==> config.mk <==
export PLATFORM = sky130hd
export DESIGN_NAME = btb_ctrl
export DESIGN_NICKNAME = d
export VERILOG_FILES = /design/src/rtl/btb_pkg.sv /design/src/rtl/btb_victim_sel.sv /design/src/rtl/btb_ctrl.sv
export SDC_FILE = /design/constraint.sdc
export NUM_CORES = 1
export LEC_CHECK = 0
export ABC_AREA = 0
export CAP_MARGIN = 20
export CELL_PAD_IN_SITES_DETAIL_PLACEMENT = 0
export CELL_PAD_IN_SITES_GLOBAL_PLACEMENT = 1
export CORE_ASPECT_RATIO = 0.7
export CORE_UTILIZATION = 35
export CTS_CLUSTER_SIZE = 25
export DETAILED_ROUTE_END_ITERATION = 10
export PLACE_DENSITY = 0.92
export REMOVE_ABC_BUFFERS = 1
export SKIP_CTS_REPAIR_TIMING = 1
export SYNTH_ARGS = -nofsm -noshare
export SYNTH_HDL_FRONTEND = slang
export SYNTH_HIERARCHICAL = 1
export SYNTH_SLANG_ARGS = --single-unit
==> constraint.sdc <==
create_clock -name clk -period 10.3 [get_ports clk]
set_input_delay 2.06 -clock clk [delete_from_list [all_inputs] [get_ports clk]]
set_output_delay 2.06 -clock clk [all_outputs]
set_load 0.02 [all_outputs]
==> src/rtl/btb_pkg.sv <==
// Shared definitions for the BTB controller: entry op-codes, PC/tag geometry,
// controller state encoding and the lowest-index priority encoder.
package btb_pkg;

  localparam int PC_W        = 16;
  localparam int TAG_HI      = 15;
  localparam int TAG_LO      = 5;
  localparam int TAG_W       = TAG_HI - TAG_LO + 1;
  localparam int MAX_ENTRIES = 32;

  localparam logic [2:0] OP_IDLE    = 3'b000;
  localparam logic [2:0] OP_VER_FT  = 3'b010;
  localparam logic [2:0] OP_VER_TGT = 3'b011;
  localparam logic [2:0] OP_INS_FT  = 3'b100;
  localparam logic [2:0] OP_INS_TGT = 3'b101;
  localparam logic [2:0] OP_CLEAR   = 3'b111;

  typedef enum logic [1:0] {
    ST_CLR  = 2'd0,
    ST_IDLE = 2'd1,
    ST_UPD  = 2'd2
  } state_t;

  // Index of the lowest set bit; 0 when the vector is empty.
  function automatic logic [4:0] lowest_set(input logic [MAX_ENTRIES-1:0] vec);
    logic [4:0] idx;
    idx = '0;
    for (int i = MAX_ENTRIES - 1; i >= 0; i--) begin
      if (vec[i]) idx = 5'(i);
    end
    return idx;
  endfunction

endpackage

==> src/rtl/btb_victim_sel.sv <==
// Insert-victim selection: first empty entry if any exist, otherwise the
// round-robin pointer, which the caller advances when rr_advance is set.
module btb_victim_sel #(
  parameter int ENTRIES = 4,
  parameter int IDX_W   = 2
) (
  input  logic [ENTRIES-1:0] empty,
  input  logic [IDX_W-1:0]   rr_ptr,
  output logic [ENTRIES-1:0] victim,
  output logic               rr_advance
);
  import btb_pkg::*;

  logic [MAX_ENTRIES-1:0] empty_ext;
  logic [IDX_W-1:0]       first_empty;

  assign empty_ext   = MAX_ENTRIES'(empty);
  assign first_empty = IDX_W'(lowest_set(empty_ext));
  assign rr_advance  = ~|empty;

  // One-hot victim: empty entries are always preferred over eviction.
  always_comb begin
    victim = '0;
    if (rr_advance) victim[rr_ptr]      = 1'b1;
    else            victim[first_empty] = 1'b1;
  end

endmodule

==> src/rtl/btb_ctrl.sv <==
// BTB array controller: fetch-side next-PC prediction, execute-side
// verify/insert sequencing, victim choice and registered mispredict redirect.
module btb_ctrl #(
  parameter int ENTRIES = 4,
  parameter int PC_W    = btb_pkg::PC_W
) (
  input  logic                    clk,
  input  logic                    rst,
  input  logic [PC_W-1:0]         fetch_pc,
  output logic                    pred_hit,
  output logic                    pred_taken,
  output logic [PC_W-1:0]         pred_next_pc,
  input  logic                    ex_valid,
  output logic                    ex_ready,
  input  logic [PC_W-1:0]         ex_pc,
  input  logic                    ex_taken,
  input  logic [PC_W-1:0]         ex_target,
  input  logic                    flush_btb,
  output logic                    redirect,
  output logic [PC_W-1:0]         redirect_pc,
  output logic [2:0]              btb_op,
  output logic [ENTRIES-1:0]      btb_en,
  output logic [11:0]             btb_in_pc,
  output logic [PC_W-1:0]         btb_in_target,
  input  logic [ENTRIES-1:0]      btb_hit,
  input  logic [ENTRIES-1:0]      btb_update_hit,
  input  logic [ENTRIES-1:0]      btb_prediction,
  input  logic [ENTRIES-1:0]      btb_empty,
  input  logic [ENTRIES*PC_W-1:0] btb_out_target
);
  import btb_pkg::*;

  localparam int IDX_W = (ENTRIES > 1) ? $clog2(ENTRIES) : 1;

  state_t state, state_nxt;

  // fetch side
  logic [IDX_W-1:0] sel;

  // execute side, combinational view of the presented branch
  logic             accept;
  logic             uhit;
  logic [IDX_W-1:0] usel;
  logic             upred;
  logic [PC_W-1:0]  ustored;
  logic             redir_cond;
  logic [PC_W-1:0]  redir_pc;

  // request captured at acceptance, consumed in UPD
  logic [PC_W-1:0]  req_pc_p1;
  logic             req_taken_p1;
  logic [PC_W-1:0]  req_target_p1;
  logic             uhit_p1;
  logic [IDX_W-1:0] usel_p1;
  logic [PC_W-1:0]  ustored_p1;

  // victim selection
  logic [IDX_W-1:0]   rr_ptr;
  logic [ENTRIES-1:0] victim;
  logic               rr_advance;
  logic               rr_step;

  btb_victim_sel #(
    .ENTRIES (ENTRIES),
    .IDX_W   (IDX_W)
  ) u_victim (
    .empty      (btb_empty),
    .rr_ptr     (rr_ptr),
    .victim     (victim),
    .rr_advance (rr_advance)
  );

  assign ex_ready = (state == ST_IDLE);
  assign accept   = ex_ready & ex_valid & ~flush_btb;

  // Fetch prediction: duplicate tag matches resolve to the lowest entry.
  always_comb begin
    sel          = IDX_W'(lowest_set(MAX_ENTRIES'(btb_hit)));
    pred_hit     = |btb_hit;
    pred_taken   = pred_hit & btb_prediction[sel];
    pred_next_pc = pred_taken ? btb_out_target[sel*PC_W +: PC_W] : fetch_pc + PC_W'(2);
  end

  // Look up the resolved branch and decide whether the front end must be redirected.
  always_comb begin
    usel       = IDX_W'(lowest_set(MAX_ENTRIES'(btb_update_hit)));
    uhit       = |btb_update_hit;
    upred      = btb_prediction[usel];
    ustored    = btb_out_target[usel*PC_W +: PC_W];
    redir_cond = 1'b0;
    redir_pc   = ex_target;
    if (uhit) begin
      if (upred != ex_taken) begin
        redir_cond = 1'b1;
        redir_pc   = ex_taken ? ex_target : ex_pc + PC_W'(2);
      end else if (ex_taken && upred && (ustored != ex_target)) begin
        redir_cond = 1'b1;
      end
    end else begin
      redir_cond = ex_taken;
    end
  end

  // Next state and entry-array command; all outputs decode from registered state.
  always_comb begin
    state_nxt     = state;
    btb_op        = OP_IDLE;
    btb_en        = '0;
    btb_in_pc     = {1'b0, ex_pc[TAG_HI:TAG_LO]};
    btb_in_target = ex_target;
    rr_step       = 1'b0;
    case (state)
      ST_CLR: begin
        btb_op    = OP_CLEAR;
        btb_en    = '1;
        state_nxt = ST_IDLE;
      end
      ST_IDLE: begin
        if (accept) state_nxt = ST_UPD;
      end
      ST_UPD: begin
        btb_in_pc     = {1'b0, req_pc_p1[TAG_HI:TAG_LO]};
        btb_in_target = req_target_p1;
        if (uhit_p1) begin
          btb_en[usel_p1] = 1'b1;
          if (req_taken_p1 && (ustored_p1 != req_target_p1)) btb_op = OP_INS_TGT;
          else btb_op = req_taken_p1 ? OP_VER_TGT : OP_VER_FT;
        end else begin
          btb_en  = victim;
          btb_op  = req_taken_p1 ? OP_INS_TGT : OP_INS_FT;
          rr_step = rr_advance;
        end
        state_nxt = ST_IDLE;
      end
      default: state_nxt = ST_CLR;
    endcase
    if (flush_btb) state_nxt = ST_CLR;
  end

  // State register.
  always_ff @(posedge clk) begin
    if (rst) state <= ST_CLR;
    else     state <= state_nxt;
  end

  // Redirect pulse and round-robin pointer.
  always_ff @(posedge clk) begin
    if (rst) begin
      redirect    <= 1'b0;
      redirect_pc <= '0;
      rr_ptr      <= '0;
    end else begin
      redirect <= accept & redir_cond;
      if (accept) redirect_pc <= redir_pc;
      if (rr_step) rr_ptr <= (rr_ptr == IDX_W'(ENTRIES - 1)) ? '0 : rr_ptr + IDX_W'(1);
    end
  end

  // Capture the accepted request and its lookup result for the UPD cycle.
  always_ff @(posedge clk) begin
    if (accept) begin
      req_pc_p1     <= ex_pc;
      req_taken_p1  <= ex_taken;
      req_target_p1 <= ex_target;
      uhit_p1       <= uhit;
      usel_p1       <= usel;
      ustored_p1    <= ustored;
    end
  end

endmodule
==> results.toml, run 1 <==
[floorplan]
dieWidth_um = 145
core_area_sq_um = 14000
floorplan.io_pins = 204
initial_core_util_pct = 35.9
fp.dieArea_sq_um = 14800
overall_die_height_um = 102
row_count = 36

[routing]
drt_pre_antenna_iters = 5
post-route-drc-count = 0
via_count = 4912
via_per_inst = 5.43
detail_route.wirelength_mm = 16.4
wire_per_inst_um = 18.1
final_antenna_net_count = 0
detailedRoute.firstIterationViolations = 301

[synthesis]
synthesis.area_sq_um = 5010
synth.area.mux_share_pct = 16.4
combinational_family_with_the_most_area_after_synthesis = "multiplexers"
synth_adder_area_share_pct = 0.999
post_synth_most_frequent_cells = "52 x sky130_fd_sc_hd__nor2_1, 47 x sky130_fd_sc_hd__edfxtp_1, 44 x sky130_fd_sc_hd__a21oi_1, 35 x sky130_fd_sc_hd__nand2_1, 30 x sky130_fd_sc_hd__mux2_2"
synth-compound-area-share_pct = 15.1
yosysMostFrequentCell = "sky130_fd_sc_hd__nor2_1"
synth_flop_cell = "sky130_fd_sc_hd__edfxtp_1"
synth_seq_cells = 68
yosys.area.top_type = "sky130_fd_sc_hd__edfxtp_1"
synth.lib_cells_used.distinct = 58
syn-instance-count = 521
synthSimpleGateAreaFrac_pct = 16.2
synth.yosys.seq_area_share_pct = 36.5
synth-xor-area-share_pct = 9.79
synthDominantCellAreaShare_pct = 28.2
ys_async_sr_fraction_pct = 0
synth_enable_flop_cells = 47
avgSynthCellArea_sq_um = 9.62
post_synth_main_area_contributors = "sky130_fd_sc_hd__edfxtp_1 28%, sky130_fd_sc_hd__dfxtp_1 8.4%, sky130_fd_sc_hd__mux4_2 8.1%, sky130_fd_sc_hd__mux2_2 6.7%, sky130_fd_sc_hd__xnor2_1 4.9%"
synth.yosys.warnings = 6

[global_route]
grt_first_pass_wirelength_mm = 25.2
globalRoute.totalOverflow = 0
number_of_global_route_vias_before_repair = 4543
grt_max_degree = 44
initial_antenna_violation_count = 0
grt_util_all_layers_pct = 22.0

[place]
io_buffer_count = 202
globalplace.congestion = 0.781
placedCellCount = 888
place.detailed.hpwl_mm = 12.8

[setup_path]
timing.critical_path.fanout_max = 31
reg2reg_slack_ps = 7280
timing.setup.critical_path_class = "in2out"
crit_arrival_ps = 5270
setup.worst_path.start_class = "input port"
r2r_start = "state[0]"
critPathCaptureType = "output pin"
launching_element_of_the_worst_setup_path = "btb_hit[1]"
required_ps = 8240

[power_and_ir_drop]
max-vdd-ir-drop_mv = 0.0847
power.leakage_nw = 2.62
p_per_area_nw_per_um2 = 110

[clocking]
clock-root-buffer = "sky130_fd_sc_hd__clkbuf_16"
cts_made_buffers = 9
htree_num_levels = 3
worst_setup_hold_path_clk_slew_ps = 50
ctsLongestPathBuffers = 2
tritoncts = "yes"
cts.sink_count = 68
clock_latency_ps = 330

[hold_path]
worstHoldPathType = "reg2reg"
min_from = "redirect_pc[5]"

[sta]
period_needed_ps = 7330
tightest_slew_ps = 1020
share_of_the_cycle_needed_by_the_critical_path_after_routing_pct = 71.2
slew_violations = 0
count_of_final_hold_check_violations = 0
hold_slack_ps = 460
relSlewSlack_pct = 31.8
rsz0062_at_grt = "false"
final-setup-viol-count = 0
setup-tns-final_ps = 0
finClkSkew_ps = 4.32
max_freq_ghz = 0.136

[layout]
fin_cells = 905
area.growth.synth_to_final_pct = 49.1
utilization_pct = 53.5
antenna_diodes = 0
proportion_of_layout_cells_with_a_drive_suffix_above_1_pct = 11.0
nets = 847

[outcome]
run_status = "completed"

[job]
drv_cap = 0
## worst max-delay path, stage by stage
cell and delay, ps:
sky130_fd_sc_hd__clkdlybuf4s50_1 520, sky130_fd_sc_hd__a21oi_1 70, sky130_fd_sc_hd__nor2_2 80, sky130_fd_sc_hd__buf_4 320, sky130_fd_sc_hd__mux4_2 550, sky130_fd_sc_hd__nand2_1 700
sky130_fd_sc_hd__mux2_2 420, sky130_fd_sc_hd__clkdlybuf4s50_1 540
## area by class of cell
cell class	instances	area [sq um]
clock buffers	10	229
clock inverters	6	31.3
fillers	1263	6490
inverters	26	97.6
multi-input cells	394	2940
flip-flops and latches	68	1830
well taps	190	238
repair buffers	211	2110
## cell families (layout without fill, tap and decap cells)
| group | Yosys count | in the layout |
|---|---|---|
| flops | 68 | 68 |
| buf+inv | 59 | 253 |
| simple gates | 163 | 163 |
| fa+ha+maj | 4 | 4 |
| other cells | 1 | 1 |
| xor+xnor | 56 | 56 |
| mux | 56 | 56 |
| compound gates | 114 | 114 |
## registers in the layout (all words and copies together) (netlist names)
signal	flops
redirect	1
redirect_pc	16
req_pc_p1	11
req_taken_p1	1
req_target_p1	16
rr_ptr	2
state	2
uhit_p1	1
usel_p1	2
ustored_p1	16
## worst paths after layout
check | endpoint | cells past startpoint
max | pred_next_pc[2] | 8
min | redirect_pc[5] | 2
max reg2reg | redirect_pc[5] | 6
min reg2reg | redirect_pc[5] | 2
## layout by cell type (no fill, tap or decap), types with 3 or more instances in the layout
| master | n |
|---|---|
| sky130_fd_sc_hd__a22o_1 | 5 |
| sky130_fd_sc_hd__nand3b_1 | 8 |
| sky130_fd_sc_hd__nand4_1 | 8 |
| sky130_fd_sc_hd__mux4_2 | 18 |
| sky130_fd_sc_hd__nor4_1 | 5 |
| sky130_fd_sc_hd__clkinv_2 | 4 |
| sky130_fd_sc_hd__xnor2_1 | 28 |
| sky130_fd_sc_hd__dfxtp_1 | 21 |
| sky130_fd_sc_hd__a21oi_1 | 44 |
| sky130_fd_sc_hd__mux2i_1 | 8 |
| sky130_fd_sc_hd__mux2_2 | 30 |
| sky130_fd_sc_hd__edfxtp_1 | 47 |
| sky130_fd_sc_hd__nor2b_1 | 5 |
| sky130_fd_sc_hd__nand2_1 | 35 |
| sky130_fd_sc_hd__buf_4 | 8 |
| sky130_fd_sc_hd__and3_1 | 4 |
| sky130_fd_sc_hd__nor2_1 | 52 |
| sky130_fd_sc_hd__ha_1 | 4 |
| sky130_fd_sc_hd__a31oi_1 | 6 |
| sky130_fd_sc_hd__a21boi_0 | 4 |
| sky130_fd_sc_hd__a211oi_1 | 12 |
| sky130_fd_sc_hd__o21ai_0 | 10 |
| sky130_fd_sc_hd__a221o_1 | 8 |
| sky130_fd_sc_hd__nor3_1 | 7 |
| sky130_fd_sc_hd__a221oi_1 | 3 |
| sky130_fd_sc_hd__nand3_1 | 19 |
| sky130_fd_sc_hd__o211ai_1 | 6 |
| sky130_fd_sc_hd__nand2b_1 | 4 |
| sky130_fd_sc_hd__xor2_1 | 28 |
| sky130_fd_sc_hd__clkdlybuf4s50_1 | 202 |
| sky130_fd_sc_hd__inv_1 | 25 |
| sky130_fd_sc_hd__clkbuf_16 | 9 |
## report_power, final
| group | internal (W) | switching, W |
|---|---|---|
| logic | 0.000130 | 0.000120 |
| clock network | 0.000160 | 0.000110 |
| registers | 0.000299 | 0.00000346 |
## stage by stage
step	area (sq um)	setup WS (ps)	power, W
after CTS	7440	2960	0.000827
after global placement	7180	3010	0.000550
final	7470	2970	0.000822
after detailed placement	7180	2970	0.000554
after floorplan	4860	3710	0.000420
after global routing	7470	2750	0.000859
## routing by layer
layer	global-route usage, %	vias to the layer above	wire length, um
li1	-	2318	-
met1	30.7	2371	7520
met2	34.4	203	7570
met3	5.04	20	1070
met4	6.06	0	247
met5	0	-	0
(Power assumes the default switching activity.)
==> run 2, diff against run 1 <==
- CORE_UTILIZATION: 35 -> 32
- PLACE_DENSITY: 0.92 -> 0.86
- clock period: 10.3 -> 7.1 ns (I/O delays scaled with it)
==> results.toml, run 2 (synthesis results as in run 1) <==
[floorplan]
overall_die_height_um = 107
initial_core_util_pct = 33.4
dieWidth_um = 152
floorplan.io_pins = 204
row_count = 37
fp.dieArea_sq_um = 16200
core_area_sq_um = 15000

[clocking]
worst_setup_hold_path_clk_slew_ps = 50
tritoncts = "yes"
htree_num_levels = 3
clock_latency_ps = 330
ctsLongestPathBuffers = 2
cts.sink_count = 68
clock-root-buffer = "sky130_fd_sc_hd__clkbuf_16"
cts_made_buffers = 9

[layout]
nets = 847
area_of_the_multi_input_gates_sq_um = 2940
antenna_diodes = 0
mostFrequentLayoutCell = "sky130_fd_sc_hd__clkdlybuf4s50_1"
n_fill_cell = 1405
proportion_of_layout_cells_with_a_drive_suffix_above_1_pct = 11.0
area.growth.synth_to_final_pct = 50.4
layout.area.seq_sq_um = 1830
layout_common_cells = "202 x sky130_fd_sc_hd__clkdlybuf4s50_1, 52 x sky130_fd_sc_hd__nor2_1, 47 x sky130_fd_sc_hd__edfxtp_1"
top_regs = "redirect_pc: 16 flops, req_target_p1: 16 flops, ustored_p1: 16 flops"
utilization_pct = 50.3

[global_route]
grt_util_all_layers_pct = 21.0
globalRoute.totalOverflow = 0
grt_first_pass_wirelength_mm = 25.9
number_of_global_route_vias_before_repair = 4807
initial_antenna_violation_count = 0
grt_max_degree = 36

[power_and_ir_drop]
seq_power_share_pct = 34.6
clkPwrFrac_pct = 36.6
p_sw_w = 0.000342
internal_power_w = 0.000927
combPwrFrac_pct = 28.8
max-vdd-ir-drop_mv = 0.0969
power.leakage_nw = 2.65
p_per_area_nw_per_um2 = 168
swShare_pct = 26.9

[setup_path]
critPathCaptureType = "output pin"
reg_to_reg_critical_path_endpoint = "redirect_pc[5]"
rr_worst_depth = 6
timing.setup.critical_path_class = "in2out"
setup.worst_path.start_class = "input port"
timing.critical_path.fanout_max = 31
crit_arrival_ps = 4420
required_ps = 5680
r2r_start = "state[0]"
reg2reg_slack_ps = 4250

[sta]
tightest_slew_ps = 982
finClkSkew_ps = 3.85
count_of_final_hold_check_violations = 0
setup-tns-final_ps = 0
slew_violations = 0
final-setup-viol-count = 0
relSlewSlack_pct = 34.3
share_of_the_cycle_needed_by_the_critical_path_after_routing_pct = 82.2
period_needed_ps = 5840
rsz0062_at_grt = "false"
max_freq_ghz = 0.171

[routing]
via_per_inst = 5.32
detail_route.wirelength_mm = 17.0
via_count = 4845
drt_pre_antenna_iters = 6
final_antenna_net_count = 0
wire_per_inst_um = 18.6
detailedRoute.firstIterationViolations = 341
post-route-drc-count = 0

[hold_path]
hold_path_end = "redirect_pc[3]"
min_from = "redirect_pc[3]"
min_path_cells = 2
worstHoldPathType = "reg2reg"

[job]
drv_cap = 0

[outcome]
run_status = "completed"

[place]
place.detailed.hpwl_mm = 13.4
globalplace.congestion = 0.874
io_buffer_count = 202
run 2: area by class of cell:
type	instances	area share [%]
timing repair buffer	211	28.1
tap	195	3.24
multi-input combinational	394	38.9
clock inverter	6	1.05
sequential	68	24.3
clock buffer	10	3.04
inverter	26	1.29
run 2: critical path, stage by stage:
cell                              delay [ps]
sky130_fd_sc_hd__clkdlybuf4s50_1         470
sky130_fd_sc_hd__nor3_2                  190
sky130_fd_sc_hd__buf_4                   290
sky130_fd_sc_hd__mux4_2                  330
sky130_fd_sc_hd__nand2_1                 730
sky130_fd_sc_hd__nor2_1                  140
sky130_fd_sc_hd__a21oi_1                 190
sky130_fd_sc_hd__clkdlybuf4s50_1         640
run 2: per-layer routing:
metal | share of wire, % | up-vias | track usage, % | wire [um]
li1 | - | 2309 | - | -
met1 | 44 | 2311 | 28.8 | 7550
met2 | 46 | 199 | 32.8 | 7870
met3 | 7.2 | 26 | 4.51 | 1220
met4 | 2.0 | 0 | 6.58 | 339
met5 | 0 | - | 0 | 0
run 2: power groups by stage:
stage,clock [W],sequential (W),combinational (W)
detailed placement,0,0.000447,0.000359
global route,0.000490,0.000440,0.000391
floorplan,0,0.000449,0.000160
CTS,0.000473,0.000439,0.000361
global placement,0,0.000447,0.000353
finish,0.000465,0.000439,0.000365
run 2: worst max-delay path by stage:
stage          startpoint          endpoint  cells past startpoint
2_1_floorplan  btb_hit[2]  pred_next_pc[10]                      7
3_3_place_gp   btb_hit[0]   pred_next_pc[0]                      7
3_5_place_dp   btb_hit[0]   pred_next_pc[0]                      7
4_1_cts        btb_hit[0]   pred_next_pc[0]                      7
5_1_grt        btb_hit[0]   pred_next_pc[8]                      8
6_report       btb_hit[0]   pred_next_pc[8]                      8
run 2: per-stage QoR:
stage | power (W) | area, sq um | std cells | hold WS (ps) | worst slack [ps]
finish | 0.00127 | 7540 | 910 | 461 | 1260
global route | 0.00132 | 7540 | 910 | 482 | 1070
CTS | 0.00127 | 7510 | 909 | 460 | 1260
detailed placement | 0.000806 | 7200 | 893 | 454 | 1280
global placement | 0.000799 | 7180 | 892 | 440 | 1360
floorplan | 0.000609 | 4860 | 488 | 524 | 1790
==> run 3, diff against run 2 <==
- clock period: 7.1 -> 6.1 ns (I/O delays scaled with it)
==> results.toml, run 3 (synthesis results as in run 1) <==
[outcome]
run_status = "completed"

[sta]
count_of_final_hold_check_violations = 0
share_of_the_cycle_needed_by_the_critical_path_after_routing_pct = 82.7
tightest_slew_ps = 1040
finClkSkew_ps = 2.08
rsz0062_at_grt = "false"
slew_violations = 0
setup-tns-final_ps = 0
period_needed_ps = 5040
max_freq_ghz = 0.198
final-setup-viol-count = 0
relSlewSlack_pct = 30.6

[floorplan]
overall_die_height_um = 107
fp.dieArea_sq_um = 16200
initial_core_util_pct = 33.4
dieWidth_um = 152
row_count = 37
floorplan.io_pins = 204
core_area_sq_um = 15000

[routing]
detailedRoute.firstIterationViolations = 404
via_per_inst = 5.40
post-route-drc-count = 0
final_antenna_net_count = 0
via_count = 4920
drt_pre_antenna_iters = 7
wire_per_inst_um = 19.4
detail_route.wirelength_mm = 17.6

[layout]
area.growth.synth_to_final_pct = 50.6
proportion_of_layout_cells_with_a_drive_suffix_above_1_pct = 11.2
n_fill_cell = 1404
mostFrequentLayoutCell = "sky130_fd_sc_hd__clkdlybuf4s50_1"
top_regs = "redirect_pc: 16 flops, req_target_p1: 16 flops, ustored_p1: 16 flops"
utilization_pct = 50.3
antenna_diodes = 0
fin_cells = 911
nets = 848
layout_common_cells = "202 x sky130_fd_sc_hd__clkdlybuf4s50_1, 52 x sky130_fd_sc_hd__nor2_1, 47 x sky130_fd_sc_hd__edfxtp_1"

[place]
place.detailed.hpwl_mm = 13.8
globalplace.congestion = 0.856
placedCellCount = 895
io_buffer_count = 202

[setup_path]
critPathMaxStageDelay_ps = 540
timing.critical_path.fanout_max = 31
timing.setup.critical_path_class = "in2out"
critPathCaptureType = "output pin"
crit_arrival_ps = 3820
launching_element_of_the_worst_setup_path = "btb_hit[0]"
critPathSlowestCell = "sky130_fd_sc_hd__clkdlybuf4s50_1"
setup.worst_path.start_class = "input port"
rr_worst_depth = 6
r2r_start = "state[0]"
crit_chain = "clkdlybuf4s50_1 > nor3_2 > buf_4 > mux4_2 > nand2_1 > buf_4 > mux2_2 > clkdlybuf4s50_1"
required_ps = 4880

[global_route]
grt_util_all_layers_pct = 21.8
grt_first_pass_wirelength_mm = 26.8
number_of_global_route_vias_before_repair = 4873
initial_antenna_violation_count = 0
globalRoute.totalOverflow = 0
grt_max_degree = 35

[clocking]
htree_num_levels = 3
cts_made_buffers = 9
clock_latency_ps = 320
worst_setup_hold_path_clk_slew_ps = 50
tritoncts = "yes"
ctsLongestPathBuffers = 2
cts.sink_count = 68
clock-root-buffer = "sky130_fd_sc_hd__clkbuf_16"

[hold_path]
min_path_cells = 2
min_from = "redirect_pc[7]"
worstHoldPathType = "reg2reg"

[job]
drv_cap = 0

[power_and_ir_drop]
max-vdd-ir-drop_mv = 0.142
p_per_area_nw_per_um2 = 203
power.leakage_nw = 2.65
-- run 3: changes by cell type in the layout (fill, tap and decap cells not counted) --
| cell | change |
|---|---|
| sky130_fd_sc_hd__clkinv_2 | -2 |
| sky130_fd_sc_hd__buf_12 | -1 |
| sky130_fd_sc_hd__clkbuf_8 | +1 |
| sky130_fd_sc_hd__bufinv_16 | +1 |
| sky130_fd_sc_hd__buf_4 | +3 |
| sky130_fd_sc_hd__buf_16 | -1 |
-- run 3: metal layers --
layer  up-vias  track usage, %  wire length, um
met3        21            4.51             1340
met1      2368            31.2             7850
met4         0            4.81              263
met2       219            33.5             8180
met5         -               0                0
li1       2312               -                -
-- run 3: per-stage QoR --
step / hold slack [ps] / total power, W / cell area [sq um] / setup WS (ps)
after floorplan: 524 / 0.000709 / 4860 / 1190
after global placement: 438 / 0.000934 / 7210 / 1090
after global routing: 486 / 0.00159 / 7550 / 892
final: 447 / 0.00153 / 7550 / 1060
after CTS: 451 / 0.00154 / 7550 / 1050
after detailed placement: 444 / 0.000943 / 7210 / 1070
-- run 3: final timing paths --
| kind | endpoint | slack [ps] |
|---|---|---|
| setup / recovery | pred_next_pc[2] | 1060 |
| hold / removal | redirect_pc[7] | 450 |
| setup reg to reg | redirect_pc[6] | 2970 |
| hold reg to reg | redirect_pc[7] | 450 |
-- run 3: final cells by class --
class | instances | area [sq um] | share of cell area (%)
Inverter | 26 | 97.6 | 1.29
Timing Repair Buffer | 212 | 2100 | 27.8
Clock buffer | 11 | 243 | 3.22
Multi-Input combinational cell | 394 | 2940 | 38.9
Tap cell | 195 | 244 | 3.23
Sequential cell | 68 | 1830 | 24.3
Clock inverter | 5 | 98.8 | 1.31
-- run 3: critical path, delay by kind of cell --
family,cells,cell delay [ps]
buffers and inverters,4,1610
multiplexers,2,710
AND/OR/NAND/NOR,2,280
-- run 3: power by group --
group / switching, W / internal (W) / total, W / leakage, nW
clock: 0.000186 / 0.000408 / 0.000595 / 0.167
sequential: 0.00000569 / 0.000505 / 0.000511 / 0.598
combinational: 0.000208 / 0.000218 / 0.000426 / 1.89
total: 0.000400 / 0.00113 / 0.00153 / 2.65
